$ cat src/rtl/branch_history_table_scheduler.sv
// Branch history table scheduler: owns the single-port table of 2-bit
// saturating counters and shares its port between decode lookups and
// EX-stage feedback read-modify-write updates. Runs the table init sequence
// after reset and after flush.
//
// Ports:
//   clk, rst_n                         clock, async active-low reset
//   i_flush                            clear feedback FIFO, re-initialise table
//   i_req_valid/i_req_pc/o_req_ready   lookup request / accept
//   o_pred_valid/o_pred                prediction, one cycle after accept (1 = taken)
//   i_fb_valid/i_fb_pc/i_fb_outcome    resolved-branch feedback (1 = taken)
//   o_fb_drop                          feedback lost to a full FIFO
//   o_init_busy                        table initialisation in progress
//   o_tbl_en/we/addr/wdata, i_tbl_rdata  table SRAM port (read data next cycle)
module branch_history_table_scheduler #(
  parameter int unsigned ADDR_WIDTH = 32,
  parameter int unsigned INDEX_BITS = 6,
  parameter int unsigned FB_DEPTH   = 4,
  parameter logic [1:0]  INIT_VALUE = 2'b01
) (
  input  logic                  clk,
  input  logic                  rst_n,
  input  logic                  i_flush,
  input  logic                  i_req_valid,
  input  logic [ADDR_WIDTH-1:0] i_req_pc,
  output logic                  o_req_ready,
  output logic                  o_pred_valid,
  output logic                  o_pred,
  input  logic                  i_fb_valid,
  input  logic [ADDR_WIDTH-1:0] i_fb_pc,
  input  logic                  i_fb_outcome,
  output logic                  o_fb_drop,
  output logic                  o_init_busy,
  output logic                  o_tbl_en,
  output logic                  o_tbl_we,
  output logic [INDEX_BITS-1:0] o_tbl_addr,
  output logic [1:0]            o_tbl_wdata,
  input  logic [1:0]            i_tbl_rdata
);

  localparam int unsigned PTR_W = $clog2(FB_DEPTH);
  localparam int unsigned CNT_W = PTR_W + 1;

  typedef enum logic [1:0] {ST_START, ST_INIT, ST_RUN} state_t;

  state_t                r_state;
  logic [INDEX_BITS-1:0] r_init_idx;
  logic [INDEX_BITS-1:0] r_fb_idx [FB_DEPTH];
  logic                  r_fb_taken [FB_DEPTH];
  logic [PTR_W-1:0]      r_rd_ptr;
  logic [PTR_W-1:0]      r_wr_ptr;
  logic [CNT_W-1:0]      r_count;
  logic                  r_rmw_wr;     // READ issued last cycle, WRITE due now
  logic                  r_pred_valid;
  logic                  r_pred_tbl;   // pending prediction comes from the table

  logic [INDEX_BITS-1:0] w_req_idx;
  logic [INDEX_BITS-1:0] w_fb_idx;
  logic [INDEX_BITS-1:0] w_head_idx;
  logic                  w_head_taken;
  logic                  w_full;
  logic                  w_empty;
  logic [1:0]            w_upd;
  logic                  w_tbl_en;
  logic                  w_tbl_we;
  logic [INDEX_BITS-1:0] w_tbl_addr;
  logic [1:0]            w_tbl_wdata;
  logic                  w_ready;
  logic                  w_tbl_lookup;
  logic                  w_rmw_start;
  logic                  w_pop;
  logic                  w_push;
  logic                  w_accept;
  logic                  w_unused_pc;

  assign w_req_idx    = i_req_pc[INDEX_BITS+1:2];
  assign w_fb_idx     = i_fb_pc[INDEX_BITS+1:2];
  assign w_unused_pc  = ^{i_req_pc[ADDR_WIDTH-1:INDEX_BITS+2], i_req_pc[1:0],
                          i_fb_pc[ADDR_WIDTH-1:INDEX_BITS+2], i_fb_pc[1:0]};
  assign w_head_idx   = r_fb_idx[r_rd_ptr];
  assign w_head_taken = r_fb_taken[r_rd_ptr];
  assign w_full       = (r_count == CNT_W'(FB_DEPTH));
  assign w_empty      = (r_count == '0);

  // Saturating counter update for the FIFO head, from last cycle's read
  always_comb begin
    w_upd = i_tbl_rdata;
    if (w_head_taken) begin
      if (i_tbl_rdata != 2'b11) w_upd = i_tbl_rdata + 2'd1;
    end else begin
      if (i_tbl_rdata != 2'b00) w_upd = i_tbl_rdata - 2'd1;
    end
  end

  // Table port arbitration
  always_comb begin
    w_tbl_en     = 1'b0;
    w_tbl_we     = 1'b0;
    w_tbl_addr   = '0;
    w_tbl_wdata  = '0;
    w_ready      = 1'b0;
    w_tbl_lookup = 1'b0;
    w_rmw_start  = 1'b0;
    w_pop        = 1'b0;
    case (r_state)
      ST_INIT: begin
        w_tbl_en    = 1'b1;
        w_tbl_we    = 1'b1;
        w_tbl_addr  = r_init_idx;
        w_tbl_wdata = INIT_VALUE;
        w_ready     = 1'b1;
      end
      ST_RUN: begin
        if (r_rmw_wr) begin
          // A flush abandons the write half of the RMW
          if (!i_flush) begin
            w_tbl_en    = 1'b1;
            w_tbl_we    = 1'b1;
            w_tbl_addr  = w_head_idx;
            w_tbl_wdata = w_upd;
            w_pop       = 1'b1;
          end
        end else if (w_full) begin
          w_tbl_en    = 1'b1;
          w_tbl_addr  = w_head_idx;
          w_rmw_start = 1'b1;
        end else if (i_req_valid) begin
          w_tbl_en     = 1'b1;
          w_tbl_addr   = w_req_idx;
          w_ready      = 1'b1;
          w_tbl_lookup = 1'b1;
        end else if (!w_empty) begin
          w_tbl_en    = 1'b1;
          w_tbl_addr  = w_head_idx;
          w_rmw_start = 1'b1;
        end else begin
          w_ready = 1'b1;
        end
      end
      default: ;
    endcase
  end

  assign w_accept = w_ready & i_req_valid;
  assign w_push   = i_fb_valid & ~i_flush & (~w_full | w_pop);

  assign o_tbl_en     = w_tbl_en;
  assign o_tbl_we     = w_tbl_we;
  assign o_tbl_addr   = w_tbl_addr;
  assign o_tbl_wdata  = w_tbl_wdata;
  assign o_req_ready  = w_ready;
  assign o_fb_drop    = i_fb_valid & ~i_flush & w_full & ~w_pop;
  assign o_init_busy  = (r_state != ST_RUN);
  assign o_pred_valid = r_pred_valid;
  assign o_pred       = r_pred_tbl & i_tbl_rdata[1];

  // Feedback FIFO storage
  always_ff @(posedge clk) begin
    if (w_push) begin
      r_fb_idx[r_wr_ptr]   <= w_fb_idx;
      r_fb_taken[r_wr_ptr] <= i_fb_outcome;
    end
  end

  // Control state, init sequencer, FIFO pointers, prediction pipeline
  always_ff @(posedge clk or negedge rst_n) begin
    if (!rst_n) begin
      r_state      <= ST_START;
      r_init_idx   <= '0;
      r_rd_ptr     <= '0;
      r_wr_ptr     <= '0;
      r_count      <= '0;
      r_rmw_wr     <= 1'b0;
      r_pred_valid <= 1'b0;
      r_pred_tbl   <= 1'b0;
    end else begin
      r_pred_valid <= w_accept;
      r_pred_tbl   <= w_tbl_lookup & ~i_flush;
      if (i_flush) begin
        r_state    <= ST_START;
        r_init_idx <= '0;
        r_rd_ptr   <= '0;
        r_wr_ptr   <= '0;
        r_count    <= '0;
        r_rmw_wr   <= 1'b0;
      end else begin
        case (r_state)
          ST_START: r_state <= ST_INIT;
          ST_INIT: begin
            r_init_idx <= r_init_idx + INDEX_BITS'(1);
            if (r_init_idx == {INDEX_BITS{1'b1}}) r_state <= ST_RUN;
          end
          default: ;
        endcase
        r_rmw_wr <= w_rmw_start;
        if (w_push) r_wr_ptr <= r_wr_ptr + PTR_W'(1);
        if (w_pop)  r_rd_ptr <= r_rd_ptr + PTR_W'(1);
        r_count <= r_count + CNT_W'(w_push) - CNT_W'(w_pop);
      end
    end
  end

endmodule
$ cat config.mk
export PLATFORM = sky130hd
export DESIGN_NAME = branch_history_table_scheduler
export DESIGN_NICKNAME = d
export VERILOG_FILES = /design/src/rtl/branch_history_table_scheduler.sv
export SDC_FILE = /design/constraint.sdc
export NUM_CORES = 1
export LEC_CHECK = 0
export CORE_UTILIZATION = 48
export CTS_CLUSTER_DIAMETER = 150
export CTS_CLUSTER_SIZE = 16
export DETAILED_ROUTE_END_ITERATION = 8
export PLACE_DENSITY = 0.86
export SYNTH_ARGS = -nofsm -noshare
export SYNTH_HDL_FRONTEND = slang
export SYNTH_SLANG_ARGS = --single-unit
$ cat constraint.sdc
create_clock -name clk -period 6.5 [get_ports clk]
set_input_delay 0.65 -clock clk [delete_from_list [all_inputs] [get_ports clk]]
set_output_delay 0.65 -clock clk [all_outputs]
set_load 0.05 [all_outputs]
==> results.sh <==
export IMPL_final_setup_worst_slack_ns=2.729
export IMPL_drt_first_pass_iters=4
export IMPL_netlist_area_mm2=0.002333
export IMPL_cts_buffers=5
export IMPL_clk_latency_ns=0.30
export IMPL_cts_clk_slew_worst_paths_ns=0.08
export IMPL_holdWs_ns=0.5515
export IMPL_largest_voltage_drop_on_the_vdd_net_v=0.0001723
export IMPL_crit_path_end="o_tbl_addr[3]"
export IMPL_drtAntennaViolNets=0
export IMPL_ys_warnings_count=0
export IMPL_remaining_drc_errors=0
export IMPL_cts_tree="built"
export IMPL_maximum_level_of_the_cts_h_tree=2
export IMPL_timing_worst_slew_pin_value_ns=0.8282
export IMPL_grt_max_degree=21
export IMPL_yosys_cell_types_count=42
export IMPL_cellPowerDensity_mw_per_mm2=210.9
export IMPL_startpoint="i_flush"
export IMPL_max_slew_violation_count=0
export IMPL_maximum_buffer_depth_of_the_clock_tree=2
export IMPL_clock_sinks=46
export IMPL_synth_async_reset_ratio_pct=39.13
export IMPL_synth_flop_cell="sky130_fd_sc_hd__edfxtp_1"
export IMPL_finalCritPeriodShare_pct=58.01
export IMPL_grt_pass1_vias=1514
export IMPL_leakage_nw=1.075
export IMPL_total_neg_setup_slack_ns=0
export IMPL_dpl_worst_slack_ns=2.732
export IMPL_timing_final_crit_period_ns=3.771
export IMPL_dieWidth_um=71.73
export IMPL_half_perimeter_wire_length_after_detailed_placement_um=3270
export IMPL_dieHeight_um=71.73
export IMPL_top_level_ports=87
export IMPL_timing_critical_path_from_type="input port"
export IMPL_drt_total_wl_um=4402
export IMPL_drive_above_1_share_pct=6.481
export IMPL_via_count=1542
export IMPL_initial_core_util_pct=49.73
export IMPL_synth_edf_count=28
export IMPL_ctsHoldBuffers=0
export IMPL_nNetsFinal=298
export IMPL_rr_worst_depth=12
export IMPL_fill_cells=389
export IMPL_netlist_top_cell_by_area="sky130_fd_sc_hd__edfxtp_1"
export IMPL_synth_seq_area_share_pct=55.34
export IMPL_overflow=0
export IMPL_setup_worst_path_class="in -> out"
export IMPL_slew_limit_headroom_pct=44.61
export IMPL_area_share_of_the_leading_cell_type_in_the_synthesized_netlist_pct=36.03
export IMPL_run_status="completed"
export IMPL_critical_path_required_ns=5.85
export IMPL_worstPathArrival_ns=3.12
export IMPL_synth_ff_latch_count=46
export IMPL_post_synth_top_count_cell="sky130_fd_sc_hd__edfxtp_1"
export IMPL_reg_to_reg_critical_path_endpoint="r_count[2]"
export IMPL_grt_setup_unrepaired="no"
export IMPL_syn_inst=185
export IMPL_cap_viol_max_count=0
export IMPL_fmaxAchievable_ghz=0.2652
export IMPL_areaGrowthSynthToFinish_pct=19.14
export IMPL_finalHoldViolCount=0
export IMPL_number_of_buffers_inserted_by_port_buffering=34
export IMPL_grt_first_pass_wirelength_um=7189
export IMPL_detailedRoute_firstIterationViolations=110
export IMPL_cts_resized=0
export IMPL_vias_per_cell=5.711
export IMPL_avgRoutedWirePerCell_um=16.30
export IMPL_antenna_violations_before_repair=0
export IMPL_core_rowCount=25
export IMPL_ys_top_cells_by_area="sky130_fd_sc_hd__edfxtp_1 (36%), sky130_fd_sc_hd__dfrtp_1 (19%), sky130_fd_sc_hd__mux4_1 (6.8%)"
export IMPL_worstPathMaxFanout=20
export IMPL_final_setup_skew_ns=0.005802
export IMPL_avgSynthCellArea_um2=12.61
export IMPL_post_synth_most_frequent_cells="sky130_fd_sc_hd__edfxtp_1 (28), sky130_fd_sc_hd__dfrtp_1 (18), sky130_fd_sc_hd__inv_1 (13)"
export IMPL_die_area_mm2=0.005144
export IMPL_ff2ff_setup_slack_ns=3.69
export IMPL_critical_path_reg2reg_startpoint="r_state[0]"
export IMPL_finish_cell_count_without_fillers=270
export IMPL_globalplace_congestion=0.8266
export IMPL_number_of_setup_violations_in_the_final_report=0
export IMPL_final_core_utilization_pct=59.25
export IMPL_postCtsSetupBuffers=0
export IMPL_postSynthNetCount=268
export IMPL_worstSetupEndpointType="primary output"
export IMPL_diodes=0
export IMPL_ctsRootBufferMaster="sky130_fd_sc_hd__clkbuf_8"
export IMPL_min_path_type="reg -> reg"
export IMPL_placed_cells=262
export IMPL_coreArea_mm2=0.004692
export IMPL_groute_usage_overall_pct=18.59
[through the flow]
| stage | cell area (um^2) | power, mW |
|---|---|---|
| final | 2780 | 0.5865 |
| after detailed placement | 2690 | 0.4179 |
| after global placement | 2690 | 0.4151 |
| after global routing | 2780 | 0.6120 |
| after CTS | 2780 | 0.5913 |
| after floorplan | 2333 | 0.3856 |
[logic make-up (layout without fill, tap and decap cells)]
group | Yosys count | in the layout | synth area share (%)
AO/OA/AOI/OAI | 25 | 25 | 7.667
XOR/XNOR | 8 | 8 | 3.003
adder cells (fa/ha/maj) | 12 | 12 | 6.702
buffers and inverters | 24 | 55 | 4.290
flip-flops | 46 | 46 | 55.34
multiplexers | 10 | 10 | 9.062
AND/OR/NAND/NOR | 60 | 60 | 13.94
[sequential cells by signal, indices dropped and copies added, names as in the netlist]
signal and cells:
r_rmw_wr 1, r_fb_idx 24, r_fb_taken 4, o_pred_valid 1, r_rd_ptr 2, r_init_idx 6
r_count 3, r_wr_ptr 2, r_pred_tbl 1, r_state 2
[worst min-delay path by stage]
stage               cells past startpoint         from            to
floorplan                               0        rst_n  o_pred_valid
global route                            1  r_wr_ptr[0]   r_wr_ptr[0]
finish                                  1  r_wr_ptr[0]   r_wr_ptr[0]
global placement                        1  r_wr_ptr[0]   r_wr_ptr[0]
detailed placement                      1  r_wr_ptr[0]   r_wr_ptr[0]
CTS                                     1  r_wr_ptr[0]   r_wr_ptr[0]
[critical path, cell delays in order]
cell and delay [ns]:
sky130_fd_sc_hd__clkdlybuf4s50_1 0.76, sky130_fd_sc_hd__nand2_1 0.25, sky130_fd_sc_hd__nand3_1 0.23, sky130_fd_sc_hd__o31ai_1 0.36, sky130_fd_sc_hd__clkdlybuf4s50_1 0.86
[metal layers]
metal  global-route usage, %  up-vias  part of all wire [%]
li1                        -      741                     -
met1                   23.82      742                    41
met2                   31.13       52                    51
met3                   4.641        7                   6.4
met4                   6.100        0                   1.3
met5                       0        -                     0
[power by group]
| part | total [mW] | switching [mW] | internal (mW) |
|---|---|---|---|
| logic | 0.0798 | 0.0456 | 0.0342 |
| clock network | 0.175 | 0.0998 | 0.0756 |
| registers | 0.331 | 0.00765 | 0.324 |
[placed cells by master, fill, tap and decap left out, types with 2 or more instances in the layout]
cell type and count:
sky130_fd_sc_hd__a2111oi_0 2, sky130_fd_sc_hd__a21oi_1 4, sky130_fd_sc_hd__a41oi_1 4, sky130_fd_sc_hd__and2_1 8
sky130_fd_sc_hd__and3_1 4, sky130_fd_sc_hd__clkbuf_8 5, sky130_fd_sc_hd__clkdlybuf4s50_1 34, sky130_fd_sc_hd__dfrtp_1 18
sky130_fd_sc_hd__edfxtp_1 28, sky130_fd_sc_hd__ha_1 10, sky130_fd_sc_hd__inv_1 13, sky130_fd_sc_hd__mux2i_1 2
sky130_fd_sc_hd__mux4_1 6, sky130_fd_sc_hd__nand2_1 9, sky130_fd_sc_hd__nand2b_1 3, sky130_fd_sc_hd__nand3_1 5
sky130_fd_sc_hd__nand4_1 6, sky130_fd_sc_hd__nor2_1 12, sky130_fd_sc_hd__nor2b_1 4, sky130_fd_sc_hd__nor3_1 2
sky130_fd_sc_hd__o211ai_1 2, sky130_fd_sc_hd__o21ai_0 5, sky130_fd_sc_hd__o31ai_1 4, sky130_fd_sc_hd__xnor2_1 2
sky130_fd_sc_hd__xor2_1 6
[layout make-up]
| cell class | count | area (um^2) | share of cell area, % |
|---|---|---|---|
| clock buffers | 5 | 68.82 | 2.475 |
| clock inverters | 3 | 21.27 | 0.7651 |
| inverters | 13 | 48.80 | 1.755 |
| multi-input cells | 115 | 942.2 | 33.89 |
| flip-flops and latches | 46 | 1291 | 46.44 |
| well taps | 54 | 67.56 | 2.430 |
| repair buffers | 34 | 340.3 | 12.24 |
Power figures use the tool's default switching activity.
